$ cat src/rtl/ascii_tile_scheduler.sv
// ascii_tile_scheduler
//
// Walks a frame tile by tile in raster order. Each tile goes through three steps:
//   1. fetch it into the shader,
//   2. let the shader run,
//   3. write the result back.
// Optional build macro:
//   ASCII_SCHED_TIMEOUT_EN  enables the shade watchdog. When a tile's shader result
//                           does not arrive in time, the tile is skipped, the sticky
//                           timeout_err flag is set, and the scheduler moves on.
//
// Ports:
//   clk, rst               rising-edge clock, synchronous active-high reset
//   start, abort           begin a frame (IDLE only) / cancel a frame (any other state)
//   fetch_req/fetch_ack    tile-load handshake; fetch_tx/fetch_ty give the tile
//   shade_en/shade_valid   shader enable and its result strobe
//   wb_req/wb_ack          write-back handshake; wb_tx/wb_ty give the tile
//   busy                   high whenever the scheduler is not in IDLE
//   done                   one-cycle pulse at the end of a frame
//   tile_count             number of tiles completed in this frame
//   timeout_err            sticky watchdog flag; always 0 without the macro
//
// Handshake semantics: a req is a level that stays high, with its coordinates
// stable, for as long as the FSM sits in that state. The matching ack or strobe
// is sampled only while its own req/enable is high. It is accepted on the same
// clock edge. Outside its own state it has no effect.

module ascii_tile_scheduler #(
    parameter int WIDTH          = 640,
    parameter int HEIGHT         = 480,
    parameter int TILE_WIDTH     = 8,
    parameter int TILE_HEIGHT    = 8,
    parameter int TIMEOUT_CYCLES = 64,
    localparam int TILES_X = WIDTH / TILE_WIDTH,
    localparam int TILES_Y = HEIGHT / TILE_HEIGHT,
    localparam int TX_W    = $clog2(TILES_X),
    localparam int TY_W    = $clog2(TILES_Y),
    localparam int CNT_W   = $clog2(TILES_X * TILES_Y + 1)
) (
    input  logic             clk,
    input  logic             rst,
    input  logic             start,
    input  logic             abort,
    output logic             fetch_req,
    input  logic             fetch_ack,
    output logic [TX_W-1:0]  fetch_tx,
    output logic [TY_W-1:0]  fetch_ty,
    output logic             shade_en,
    input  logic             shade_valid,
    output logic             wb_req,
    input  logic             wb_ack,
    output logic [TX_W-1:0]  wb_tx,
    output logic [TY_W-1:0]  wb_ty,
    output logic             busy,
    output logic             done,
    output logic [CNT_W-1:0] tile_count,
    output logic             timeout_err
);

    localparam int TM_W = $clog2(TIMEOUT_CYCLES + 1);

    typedef enum logic [2:0] {
        S_IDLE  = 3'd0,
        S_FETCH = 3'd1,
        S_SHADE = 3'd2,
        S_WRITE = 3'd3,
        S_DONE  = 3'd4
    } state_t;

    state_t           state_q, state_d;
    logic [TX_W-1:0]  tx_q, tx_d;
    logic [TY_W-1:0]  ty_q, ty_d;
    logic [CNT_W-1:0] count_q, count_d;
    // SHADE cycle counter. It is cleared on SHADE entry and saturates.
    // A value of zero marks the first SHADE cycle, whose strobe is ignored.
    logic [TM_W-1:0]  timer_q, timer_d;
    logic             advance;
`ifdef ASCII_SCHED_TIMEOUT_EN
    logic             err_q, err_d;
`endif

    // State register
    always_ff @(posedge clk) begin
        if (rst) begin
            state_q <= S_IDLE;
            tx_q    <= '0;
            ty_q    <= '0;
            count_q <= '0;
            timer_q <= '0;
`ifdef ASCII_SCHED_TIMEOUT_EN
            err_q   <= 1'b0;
`endif
        end else begin
            state_q <= state_d;
            tx_q    <= tx_d;
            ty_q    <= ty_d;
            count_q <= count_d;
            timer_q <= timer_d;
`ifdef ASCII_SCHED_TIMEOUT_EN
            err_q   <= err_d;
`endif
        end
    end

    // Next-state logic
    always_comb begin
        state_d = state_q;
        tx_d    = tx_q;
        ty_d    = ty_q;
        count_d = count_q;
        timer_d = timer_q;
        advance = 1'b0;
`ifdef ASCII_SCHED_TIMEOUT_EN
        err_d   = err_q;
`endif
        // Abort wins over any ack that arrives in the same cycle.
        // Nothing else updates in that cycle.
        if (abort && state_q != S_IDLE) begin
            state_d = S_IDLE;
        end else begin
            case (state_q)
                S_IDLE: begin
                    if (start) begin
                        state_d = S_FETCH;
                        tx_d    = '0;
                        ty_d    = '0;
                        count_d = '0;
`ifdef ASCII_SCHED_TIMEOUT_EN
                        err_d   = 1'b0;
`endif
                    end
                end
                S_FETCH: begin
                    if (fetch_ack) begin
                        state_d = S_SHADE;
                        timer_d = '0;
                    end
                end
                S_SHADE: begin
                    if (timer_q != TM_W'(TIMEOUT_CYCLES)) begin
                        timer_d = timer_q + 1'b1;
                    end
                    if (timer_q != '0 && shade_valid) begin
                        state_d = S_WRITE;
`ifdef ASCII_SCHED_TIMEOUT_EN
                    end else if (timer_q == TM_W'(TIMEOUT_CYCLES - 1)) begin
                        // The last allowed SHADE cycle passed with no result.
                        // Skip the write-back for this tile.
                        err_d   = 1'b1;
                        advance = 1'b1;
`endif
                    end
                end
                S_WRITE: begin
                    if (wb_ack) begin
                        advance = 1'b1;
                    end
                end
                S_DONE: begin
                    state_d = S_IDLE;
                end
                default: begin
                    state_d = S_IDLE;
                end
            endcase

            // Raster-order tile advance. The coordinates stay put after the last tile.
            if (advance) begin
                count_d = count_q + 1'b1;
                state_d = S_FETCH;
                if (tx_q == TX_W'(TILES_X - 1)) begin
                    if (ty_q == TY_W'(TILES_Y - 1)) begin
                        state_d = S_DONE;
                    end else begin
                        tx_d = '0;
                        ty_d = ty_q + 1'b1;
                    end
                end else begin
                    tx_d = tx_q + 1'b1;
                end
            end
        end
    end

    // Output decode: every output is a function of the registered state only.
    always_comb begin
        busy       = (state_q != S_IDLE);
        fetch_req  = (state_q == S_FETCH);
        shade_en   = (state_q == S_SHADE);
        wb_req     = (state_q == S_WRITE);
        done       = (state_q == S_DONE);
        fetch_tx   = tx_q;
        fetch_ty   = ty_q;
        wb_tx      = tx_q;
        wb_ty      = ty_q;
        tile_count = count_q;
    end

`ifdef ASCII_SCHED_TIMEOUT_EN
    assign timeout_err = err_q;
`else
    assign timeout_err = 1'b0;
`endif

endmodule

$ cat config.mk
export PLATFORM = sky130hd
export DESIGN_NAME = ascii_tile_scheduler
export DESIGN_NICKNAME = d
export VERILOG_FILES = /design/src/rtl/ascii_tile_scheduler.sv
export SDC_FILE = /design/constraint.sdc
export NUM_CORES = 1
export LEC_CHECK = 0
export CORE_MARGIN = 1
export CORE_UTILIZATION = 25
export DETAILED_ROUTE_END_ITERATION = 12
export HOLD_SLACK_MARGIN = 0.12
export MAX_ROUTING_LAYER = met4
export PLACE_DENSITY_LB_ADDON = 0.25
export RECOVER_POWER = 25
export SYNTH_ARGS = -nofsm -noshare
export SYNTH_HDL_FRONTEND = slang
export SYNTH_SLANG_ARGS = --single-unit
$ cat constraint.sdc
create_clock -name clk -period 2.55 [get_ports clk]
set_input_delay 0.51 -clock clk [delete_from_list [all_inputs] [get_ports clk]]
set_output_delay 0.51 -clock clk [all_outputs]
set_load 0.01 [all_outputs]
# Word-level counts from Yosys, hierarchy flattened
# Cells that the tools add are included.
dict set report totals {
  regBits 36
  inputBits 7
}
dict set report classes {
  reduce_logical 12
  bitwise 1
  n_eq_ne 13
  add_sub_neg 4
  n_mux 26
}
# cell count
set op_table {}
lappend op_table {{$mux W7} 7}
lappend op_table {{$mux W13} 3}
lappend op_table {{$mux W6} 5}
lappend op_table {{$mux W3} 6}
lappend op_table {{$add A7 B1 Y7 const B} 2}
lappend op_table {{$pmux W7 S2} 1}
lappend op_table {{$add A13 B1 Y13 const B} 1}
lappend op_table {{$pmux W3 S4} 1}
lappend op_table {{$reduce_and A4 Y1} 2}
lappend op_table {{$eq A7 B7 Y1 const B} 1}
lappend op_table {{$ne A7 B7 Y1 const B} 1}
lappend op_table {{$reduce_bool A7 Y1} 1}
lappend op_table {{$add A6 B1 Y6 const B} 1}
lappend op_table {{$eq A3 B2 Y1 const B} 2}
lappend op_table {{$eq A6 B6 Y1 const B} 1}
lappend op_table {{$ne A2 B1 Y1 const B} 3}
lappend op_table {{$ne A3 B1 Y1 const B} 2}
lappend op_table {{$reduce_bool A2 Y1} 3}
lappend op_table {{$eq A3 B1 Y1 const B} 1}
lappend op_table {{$eq A3 B3 Y1 const B} 1}
lappend op_table {{$logic_not A3 Y1} 1}
lappend op_table {{$mux W1} 3}
lappend op_table {{$ne A3 B3 Y1 const B} 1}
lappend op_table {{$reduce_and A3 Y1} 1}
lappend op_table {{other kinds (4)} 5}

# Longest topological paths before layout
# Gate-level depths: netlist of the first run.
dict set report logic_depth {
  depth_word 5
  mapped_depth 7
}

# Worst setup path before layout of the first run
# No wires, ideal clock.
dict set report synth_path {
  kind {input to register}
  start {input start}
  end {register count_q[11] (netlist: tile_count[11])}
  arrival_ns 1.797
  required_time_ns 2.480
  setup_time_ns 0.070
  cell_stages 5
  slack_ns 0.684
  cell_sequence {or3b_1 buf_2 a211o_4 or3_1 a21oi_1}
}
dict set report synth_between {
  elab_chain_cells 2
}
# element line
set synth_rtl {}
lappend synth_rtl {{from (decl)} 42} ;# input logic start,
lappend synth_rtl {{$reduce_bool A2 Y1 (no line)} n/a}
lappend synth_rtl {{$reduce_and A3 Y1 (no line)} n/a}
lappend synth_rtl {{to (signal assigned)} 97} ;# count_q <= count_d;
lappend synth_rtl {{to (decl)} 73} ;# logic [CNT_W-1:0] count_q, count_d;
# No other way between the ends.
# A chain may end at the register's enable or synchronous reset.

# Final worst setup path of the first run
dict set report layout_path {
  start {register state_q[1]}
  end {output shade_en}
}
dict set report layout_between {
  elab_chain_cells 1
}
# element line
set layout_rtl {}
lappend layout_rtl {{from (decl)} 70} ;# state_t state_q, state_d;
lappend layout_rtl {{from (signal assigned)} 94} ;# state_q <= state_d;
lappend layout_rtl {{$eq A3 B2 Y1} 189} ;# shade_en = (state_q == S_SHADE);
lappend layout_rtl {{to (decl)} 48} ;# output logic shade_en,
# No other way between the ends.

==> tab_implementation.tex, run 1 <==
\begin{tabular}{lr}
\hline
Metric & Value \\
\hline
\multicolumn{2}{l}{\textbf{Setup path}} \\
Endpoint of the most critical setup path & shade\_en \\
Worst-case register-to-register setup slack & roughly 0.57 ns \\
Number of cells on the worst reg-to-reg path & 5 \\
Startpoint of the worst setup timing path & state\_q[1]\$\_SDFFE\_PP0P\_ \\
Kind of end point of the critical path & primary output \\
Critical path data required time & 2.04 ns \\
Kind of critical path & register to primary output \\
Critical Path AT & 1.81 ns \\
Reg2reg start & state\_q[1]\$\_SDFFE\_PP0P\_ \\
Startpoint class of the critical path & register \\
Capture point of the worst reg-to-reg path & timer\_q[5]\$\_SDFFE\_PP0P\_ \\
Top fanout value on the critical path & 11 \\
\multicolumn{2}{l}{\textbf{STA}} \\
Worst rel slew slack & around three fifths \\
RSZ-0062 raised after global routing & false \\
Minimum clock period & approximately 2.3 ns \\
Fmax & 430.4 MHz \\
Setup-violating endpoint count in the final report & 0 \\
Final hold violation count & 0 \\
Setup slack of the critical path after layout & around 0.23 ns \\
Final sum of negative setup slack & 0 ns \\
Worst hold slack & 0.4772 ns \\
Fin. max-slew vios & 0 \\
Least-Margin Pin Slew & 0.5730 ns \\
Post-route fraction of the period consumed by the critical path & between 90\% and 100\% \\
Worst-case clock skew & between 0.005 and 0.006 ns \\
\multicolumn{2}{l}{\textbf{Die}} \\
Die Width & 95.35 microns \\
Std-Cell Core Area & 8341 sq um \\
Starting utilization of the core area & 26.12\% \\
Num rows & 33 \\
Height of the die & 95.35 microns \\
Top-Level Pins & 52 \\
Overall die area & between 9000 and 10000 sq um \\
\multicolumn{2}{l}{\textbf{Final layout}} \\
Area delta synth->final & 28.14\% \\
Number of filler instances in the final layout & 880 \\
Layout cell share with drive strength beyond 1 & 6.452\% \\
Post-layout nets & 322 \\
Ant diodes & 0 \\
\multicolumn{2}{l}{\textbf{GRT}} \\
Global-route wire length before repair & $\sim$9400 microns \\
Total congestion overflow & 0 \\
GR Util met3 & 2.871\% \\
Number of antenna violations at the first check in global routing & 0 \\
Via count of the first global-routing pass & 1898 \\
Global-route met1 utilization & 18.94\% \\
Maximum number of pins on one net before global-route repair & 18 \\
Layer with the highest usage after global routing & met2 \\
Gr usage total & 13.68\% \\
Met2 Track Usage GR & 19.76\% \\
\multicolumn{2}{l}{\textbf{Yosys}} \\
Async S/R FF share, synth & 0\% \\
Post-synth EDFFs & 0 \\
Xor and xnor fraction of the mapped netlist area & 2.010\% \\
Compound-Gate Fraction of Synth Area & 21.71\% \\
Combinational family with the most area after synthesis & simple AND/OR/NAND/NOR gates \\
Sequential share of the synthesized area & between 30 and 40\% \\
Mean cell area of the mapped netlist & roughly 8.1 sq um \\
Combined area of all synthesized cells & 2178 sq um \\
Share of synthesized cell area in full adder, half adder and majority cells & 2.872\% \\
Simple-Gate Fraction of Synth Area & 29.70\% \\
Synthesized flop and latch total & 36 \\
Commonest register cell after synthesis & dfxtp\_1 \\
Synthesized netlist net count & 282 \\
Count of synthesis-stage warnings from yosys & 0 \\
Synth cell types & 57 \\
Post-synthesis mux area share & 0.9765\% \\
Number of standard cells after synthesis & 270 \\
\multicolumn{2}{l}{\textbf{Pwr}} \\
Leakage component of the power & 0.0009431 uW \\
Worst-case vdd ir drop & 281.7 uV \\
Net load switching power & 484.7 uW \\
Power density normalized to cell area & slightly above 500 nW/um\^{}2 \\
Proportion of power drawn by combinational gates & roughly 28\% \\
Part of the total power dissipated in sequential elements & 44.6\% \\
Internal power of the cells & around 940 uW \\
Switching share of power & 34.00\% \\
Clock group share of total power & 27.3\% \\
\multicolumn{2}{l}{\textbf{Route}} \\
Routed WL per cell & 13.58 microns \\
Number of vias after detailed routing & 2126 \\
Via-to-Cell Ratio & $\sim$5.1 \\
Total length of routed wires & 5634 microns \\
Total DRC errors in the routed layout & 0 \\
Length of the first detailed-routing pass in iterations & 4 \\
Violation count after the first detailed-routing iteration & 75 \\
Post-detailed-route count of antenna-violating nets & 0 \\
\multicolumn{2}{l}{\textbf{Clock network}} \\
Num Clock Sinks & 36 \\
Maximum root-to-sink buffer count & 2 \\
Root buffer cell & clkbuf\_8 \\
Number of buffers inserted to repair setup after CTS & 0 \\
Count of H-tree levels built during CTS & 2 \\
Clock latency at the later pin of the worst-skew pair & 0.28 ns \\
Number of buffers created by CTS & 5 \\
Clock tree from TritonCTS & yes \\
Clock edge transition at the registers on the reported setup and hold paths & 0.07 ns \\
\multicolumn{2}{l}{\textbf{Placed design}} \\
RD Place Congestion & 0.7591 \\
Worst setup slack before clock tree synthesis & 0.1139 ns \\
Detailed placement HPWL & $\sim$4200 microns \\
Port Buffers & 50 \\
\multicolumn{2}{l}{\textbf{Min path}} \\
Hold Crit Class & register to register \\
\multicolumn{2}{l}{\textbf{Outcome}} \\
Status & completed \\
\multicolumn{2}{l}{\textbf{Run}} \\
\# Max-Cap Violations & 0 \\
\hline
\end{tabular}
[power by group through the flow]
stage                     clock, uW  sequential [uW]  combinational [uW]
after floorplan                   0              609                 304
after global placement            0              645                 400
after detailed placement          0              646                 402
after CTS                       405              633                 406
after global routing            434              643                 446
final                           389              636                 401
[per-stage QoR]
| step | util [%] | power [uW] | cell area (sq um) | cells |
|---|---|---|---|---|
| global route | 33.47 | 1523 | 2791 | 415 |
| detailed placement | 32.52 | 1048 | 2713 | 408 |
| global placement | 32.52 | 1045 | 2713 | 408 |
| finish | 33.47 | 1426 | 2791 | 415 |
| CTS | 33.45 | 1444 | 2790 | 415 |
| floorplan | - | 912.4 | 2178 | 270 |
[cells in the mapped netlist (all sizes together), types with 7 or more instances]
| library cell | n | area [sq um] |
|---|---|---|
| a21oi | 20 | 100.1 |
| buf | 19 | 138.9 |
| clkbuf | 7 | 26.28 |
| dfxtp | 36 | 720.7 |
| inv | 11 | 41.29 |
| nand2 | 12 | 45.04 |
| nand2b | 7 | 43.79 |
| nand3 | 11 | 55.05 |
| nor2 | 18 | 67.56 |
| nor3 | 11 | 55.05 |
| o21ai | 18 | 90.08 |
| or3 | 10 | 62.56 |
| or4 | 8 | 60.06 |
[per-layer routing]
layer	up-vias	wire length (microns)
li1	1077	-
met1	977	2813
met2	68	2475
met3	4	287
met4	0	58
met5	-	0
[worst min path at each step]
stage                                      startpoint                     endpoint  slack (ns)  cells past startpoint
after global routing      tile_count[12]$_SDFFE_PP0P_  tile_count[12]$_SDFFE_PP0P_        0.51                      2
final                     tile_count[12]$_SDFFE_PP0P_  tile_count[12]$_SDFFE_PP0P_        0.48                      2
after floorplan               timer_q[6]$_SDFFE_PP0P_      timer_q[6]$_SDFFE_PP0P_        0.46                      2
after detailed placement  tile_count[12]$_SDFFE_PP0P_  tile_count[12]$_SDFFE_PP0P_        0.47                      2
after CTS                 tile_count[12]$_SDFFE_PP0P_  tile_count[12]$_SDFFE_PP0P_        0.49                      2
after global placement    tile_count[12]$_SDFFE_PP0P_  tile_count[12]$_SDFFE_PP0P_        0.47                      2
[cells in the final DEF (no fill, tap or decap), types with 5 or more instances in the layout]
master           count
nor3_1              11
dfxtp_1             35
nor2_1              18
or4_1                8
nand2b_1             7
clkbuf_8             5
o21ai_0             17
clkdlybuf4s50_1     30
a21oi_1             20
nand3_1             11
dlygate4sd3_1       20
buf_4                9
inv_1               11
or3_1               10
nand2_1             12
nand4_1              6
ha_1                 5
o31ai_1              5
[cell type report]
| cell class | instances | area [sq um] | share of cell area, % |
|---|---|---|---|
| multi-input combinational | 197 | 1251 | 44.82 |
| timing repair buffer | 59 | 568.0 | 20.35 |
| tap | 105 | 131.4 | 4.706 |
| clock inverter | 1 | 5.005 | 0.1793 |
| inverter | 11 | 41.29 | 1.479 |
| clock buffer | 6 | 72.57 | 2.600 |
| sequential | 36 | 721.9 | 25.86 |
[logic make-up after synthesis]
group                      after synthesis
and+or+nand+nor                        112
buffers and inverters                   37
AOI/OAI and AO/OA                       72
DFF                                     36
xor gates and xnor gates                 5
muxes                                    2
adders and majority gates                5
other                                    1
[worst max-delay path, stage by stage (launching register included)]
cell	delay [ns]
dfxtp_1	0.56
inv_1	0.16
nor3_1	0.22
clkdlybuf4s50_1	0.58
[what timing repair did]
| action | in CTS | in global routing |
|---|---|---|
| setup endpoints to repair | 0 | 1 |
| hold buffers | 0 | 0 |
| gates resized for setup | 0 | 1 |
[flip-flops by register name, indices dropped and copies added, names as in the netlist]
register and flops:
state_q 3, fetch_ty 6, timer_q 7, fetch_tx 7, tile_count 13
Note: power is estimated with default switching activity, not from simulation.
==> inputs of run 2 (changes only) <==
--- a/config.mk
+++ b/config.mk
@@ -5,6 +5,7 @@
 export SDC_FILE = /design/constraint.sdc
 export NUM_CORES = 1
 export LEC_CHECK = 0
+export ABC_AREA = 1
 export CORE_MARGIN = 1
 export CORE_UTILIZATION = 25
 export DETAILED_ROUTE_END_ITERATION = 12
==> constraint.sdc (replaced) <==
create_clock -name clk -period 2.3 [get_ports clk]
set_input_delay 0.46 -clock clk [delete_from_list [all_inputs] [get_ports clk]]
set_output_delay 0.46 -clock clk [all_outputs]
set_load 0.01 [all_outputs]
==> run 2 against run 1 <==
Against the previous run: the run now ends with design-rule violations left; wire length grew 0.89%; global-route usage shrank 1.2 points; cell area grew 3.5%; clock skew increased by 0.0063 ns; flip-flop and latch count stayed put; first-iteration DRC count grew 11%.
==> tab_implementation.tex, run 2 <==
\begin{tabular}{lr}
\hline
Metric & Value \\
\hline
\multicolumn{2}{l}{\textbf{Clock network}} \\
Number of buffers created by CTS & 5 (unchanged) \\
Number of buffers inserted to repair setup after CTS & 0 (unchanged) \\
Root buffer cell & clkbuf\_8 \\
Clock latency at the later pin of the worst-skew pair & 0.30 ns (+0.02 ns) \\
Maximum root-to-sink buffer count & 2 (unchanged) \\
Num Clock Sinks & 36 (unchanged) \\
Count of H-tree levels built during CTS & 2 (unchanged) \\
Cts-stage hold buffer count & 0 (unchanged) \\
Clock tree from TritonCTS & yes \\
Post-CTS sizing & 0 (unchanged) \\
Clock edge transition at the registers on the reported setup and hold paths & 0.08 ns (about the same) \\
\multicolumn{2}{l}{\textbf{STA}} \\
Worst hold slack & 0.4858 ns (+0.008649 ns) \\
Fin. max-slew vios & 0 (unchanged) \\
Final hold violation count & 0 (unchanged) \\
Final sum of negative setup slack & 0 ns (unchanged) \\
Fmax & about 450 MHz \\
Minimum clock period & 2.200 ns \\
Post-route fraction of the period consumed by the critical path & 95.63\% \\
Worst-case clock skew & 0.01188 ns (+0.006332 ns) \\
Setup-violating endpoint count in the final report & 0 (unchanged) \\
RSZ-0062 raised after global routing & false \\
\multicolumn{2}{l}{\textbf{Pwr}} \\
Power density normalized to cell area & 612.6 nW/um\^{}2 (+20\%) \\
Worst-case vdd ir drop & 461.5 uV (+64\%) \\
Leakage component of the power & 0.001111 uW (+18\%) \\
\multicolumn{2}{l}{\textbf{Final layout}} \\
Leading cell type in the layout, fill and taps excluded & nand2\_1 \\
Non-filler cells in the finished layout & 502 (+21\%) \\
Area delta synth->final & 26.23\% \\
Post-layout nets & 405 (+26\%) \\
Number of filler instances in the final layout & 969 (+10\%) \\
Area of all placed cells without fillers & 2890 sq um (+3.5\%) \\
Leading cell types in the layout, fill and taps excluded & 90 x nand2\_1, 45 x clkdlybuf4s50\_1, 41 x nor2\_1, 39 x inv\_1, 36 x dfxtp\_1 \\
Total area of multi-input combinational cells & 1264 sq um (+1.0\%) \\
Number of flip-flops in the largest register & 13 (unchanged) \\
Ant diodes & 0 (unchanged) \\
Layout cell share with drive strength beyond 1 & 6.599\% (+0.15 points) \\
Footprint of the flip-flops and latches & 720.7 sq um (-0.17\%) \\
\multicolumn{2}{l}{\textbf{Min path}} \\
Capture endpoint of the worst hold path & tile\_count[5]\$\_SDFFE\_PP0P\_ \\
Hold path cells & 2 (unchanged) \\
Hold Crit Class & register to register \\
Hold path startpoint & tile\_count[5]\$\_SDFFE\_PP0P\_ \\
\multicolumn{2}{l}{\textbf{Yosys}} \\
Number of standard cells after synthesis & 352 (+30\%) \\
Count of synthesis-stage warnings from yosys & 0 (unchanged) \\
Async S/R FF share, synth & 0\% (unchanged) \\
Top cells by count, synth & 88 x nand2\_1, 41 x nor2\_1, 39 x inv\_1 \\
Most frequent cell after synthesis & nand2\_1 \\
Most area-consuming cells after synthesis & dfxtp\_1 31\%, nand2\_1 14\%, nand3\_1 7.2\%, nor2\_1 6.7\%, inv\_1 6.4\% \\
Xor and xnor fraction of the mapped netlist area & 1.913\% (-0.098 points) \\
Area leader, netlist & dfxtp\_1 \\
Commonest register cell after synthesis & dfxtp\_1 \\
Sequential share of the synthesized area & 31.48\% (-1.6 points) \\
Yosys top cell area share & 31.48\% (-1.6 points) \\
Combined area of all synthesized cells & 2290 sq um (+5.1\%) \\
Combinational family with the most area after synthesis & simple AND/OR/NAND/NOR gates \\
Mean cell area of the mapped netlist & 6.505 sq um (-19\%) \\
Post-synth EDFFs & 0 (unchanged) \\
Post-synthesis mux area share & 0\% (-0.98 points) \\
Synthesized netlist net count & 364 (+29\%) \\
Synthesized flop and latch total & 36 (unchanged) \\
Simple-Gate Fraction of Synth Area & 40.38\% (+11 points) \\
Synth cell types & 35 (-39\%) \\
Share of synthesized cell area in full adder, half adder and majority cells & 2.732\% (-0.14 points) \\
Compound-Gate Fraction of Synth Area & 10.44\% (-11 points) \\
\multicolumn{2}{l}{\textbf{Setup path}} \\
Capture point of the worst reg-to-reg path & fetch\_ty[5]\$\_SDFFE\_PP0N\_ \\
Startpoint class of the critical path & register \\
Number of cells on the worst reg-to-reg path & 10 (+5) \\
Critical Path AT & 1.74 ns (-0.07 ns) \\
Critical path data required time & 1.84 ns (-0.20 ns) \\
Kind of critical path & register to primary output \\
Reg2reg start & fetch\_tx[1]\$\_SDFFE\_PP0N\_ \\
Worst-case register-to-register setup slack & 0.51 ns (-0.06 ns) \\
Kind of end point of the critical path & primary output \\
Top fanout value on the critical path & 7 (-4) \\
\multicolumn{2}{l}{\textbf{Die}} \\
Height of the die & 97.70 microns (+2.5\%) \\
Top-Level Pins & 52 (unchanged) \\
Starting utilization of the core area & 26.00\% (-0.12 points) \\
Num rows & 34 (+3.0\%) \\
Die Width & 97.70 microns (+2.5\%) \\
Std-Cell Core Area & 8806 sq um (+5.6\%) \\
Overall die area & 9545 sq um (+5.0\%) \\
\multicolumn{2}{l}{\textbf{Route}} \\
Total DRC errors in the routed layout & 8 (+8) \\
Via-to-Cell Ratio & 4.512 (-12\%) \\
Total length of routed wires & 5684 microns (+0.89\%) \\
Post-detailed-route count of antenna-violating nets & 0 (unchanged) \\
Violation count after the first detailed-routing iteration & 83 (+11\%) \\
Number of vias after detailed routing & 2265 (+6.5\%) \\
Routed WL per cell & 11.32 microns (-17\%) \\
Length of the first detailed-routing pass in iterations & 8 (+4) \\
\multicolumn{2}{l}{\textbf{Run}} \\
\# Max-Cap Violations & 0 (unchanged) \\
\multicolumn{2}{l}{\textbf{GRT}} \\
Gr usage total & 12.44\% (-1.2 points) \\
Global-route wire length before repair & 9418 microns (about the same) \\
Total congestion overflow & 0 (unchanged) \\
Maximum number of pins on one net before global-route repair & 19 (+1) \\
Via count of the first global-routing pass & 2033 (+7.1\%) \\
Number of antenna violations at the first check in global routing & 0 (unchanged) \\
\multicolumn{2}{l}{\textbf{Outcome}} \\
Failing checks & design-rule violations \\
Status & finished, violations left \\
\multicolumn{2}{l}{\textbf{Placed design}} \\
Port Buffers & 50 (unchanged) \\
Detailed placement HPWL & 4298 microns (+2.9\%) \\
Instance area after placement & 2811 sq um (+3.6\%) \\
Placed Instances & 494 (+21\%) \\
RD Place Congestion & 0.8109 (+6.8\%) \\
\hline
\end{tabular}
-- run 2: cell count changes after synthesis, moves of 5 or more --
cell | previous run | this run
nand3_1 | 11 | 33
clkbuf_1 | 7 | 2
nand4_1 | 6 | 12
nor3_1 | 11 | 4
or4_1 | 8 | 0
nand2_1 | 12 | 88
inv_1 | 11 | 39
a21oi_1 | 20 | 26
nor2_1 | 18 | 41
or3_1 | 10 | 1
o31ai_1 | 5 | 0
nand2b_1 | 7 | 0
-- run 2: area by class of cell --
class	instances	share of cell area (%)
well taps	108	4.675
repair buffers	52	17.71
clock buffers	6	2.857
inverters	44	5.758
flip-flops and latches	36	24.94
clock inverters	2	0.3463
multi-input cells	254	43.72
-- run 2: power by group --
group / switching [uW] / internal (uW) / total [uW]
combinational: 408 / 195 / 603
clock: 243 / 239 / 483
sequential: 42.9 / 643 / 685
-- run 2: worst max-delay path, cell delays in order (launching register included) --
cell             delay (ns)
dfxtp_1                0.41
nor2_4                 0.19
nand2_2                0.15
inv_2                  0.14
clkdlybuf4s50_1        0.54
-- run 2: per-layer routing --
layer  share of wire (%)  wire [microns]  vias to the layer above  GRT usage (%)
li1                    -               -                     1204              -
met1                  49            2765                     1009          15.58
met2                  45            2571                       44          19.42
met3                 4.7             266                        8          2.590
met4                 1.4              80                        0          5.128
met5                   0               0                        -              -
-- run 2: cell families (layout without fill, tap and decap cells) --
family,after synthesis,after routing
and+or+nand+nor,197,197
adders and majority gates,5,5
xor gates and xnor gates,5,5
other,1,1
buffers and inverters,62,104
DFF,36,36
AOI/OAI and AO/OA,46,46
-- run 2: per-stage QoR --
| step | power [uW] | utilization (%) | setup WS, ns |
|---|---|---|---|
| final | 1771 | 32.82 | 0.1005 |
| after floorplan | 1134 | - | 0.7368 |
| after global placement | 1318 | 31.93 | 0.3001 |
| after detailed placement | 1318 | 31.93 | 0.3081 |
| after global routing | 1898 | 32.82 | 0.02579 |
| after CTS | 1807 | 32.98 | 0.08821 |
-- run 2: worst max-delay path by stage --
stage / depth (start not counted) / start / endpoint / slack, ns
final: 4 / state_q[0]$_SDFFE_PP0P_ / shade_en / 0.10
after global routing: 4 / state_q[0]$_SDFFE_PP0P_ / shade_en / 0.03
after CTS: 4 / state_q[0]$_SDFFE_PP0P_ / shade_en / 0.09
after detailed placement: 8 / wb_ack / fetch_ty[5]$_SDFFE_PP0N_ / 0.31
after global placement: 8 / wb_ack / fetch_ty[5]$_SDFFE_PP0N_ / 0.30
after floorplan: 8 / fetch_ty[0]$_SDFFE_PP0N_ / fetch_tx[6]$_SDFFE_PP0N_ / 0.74
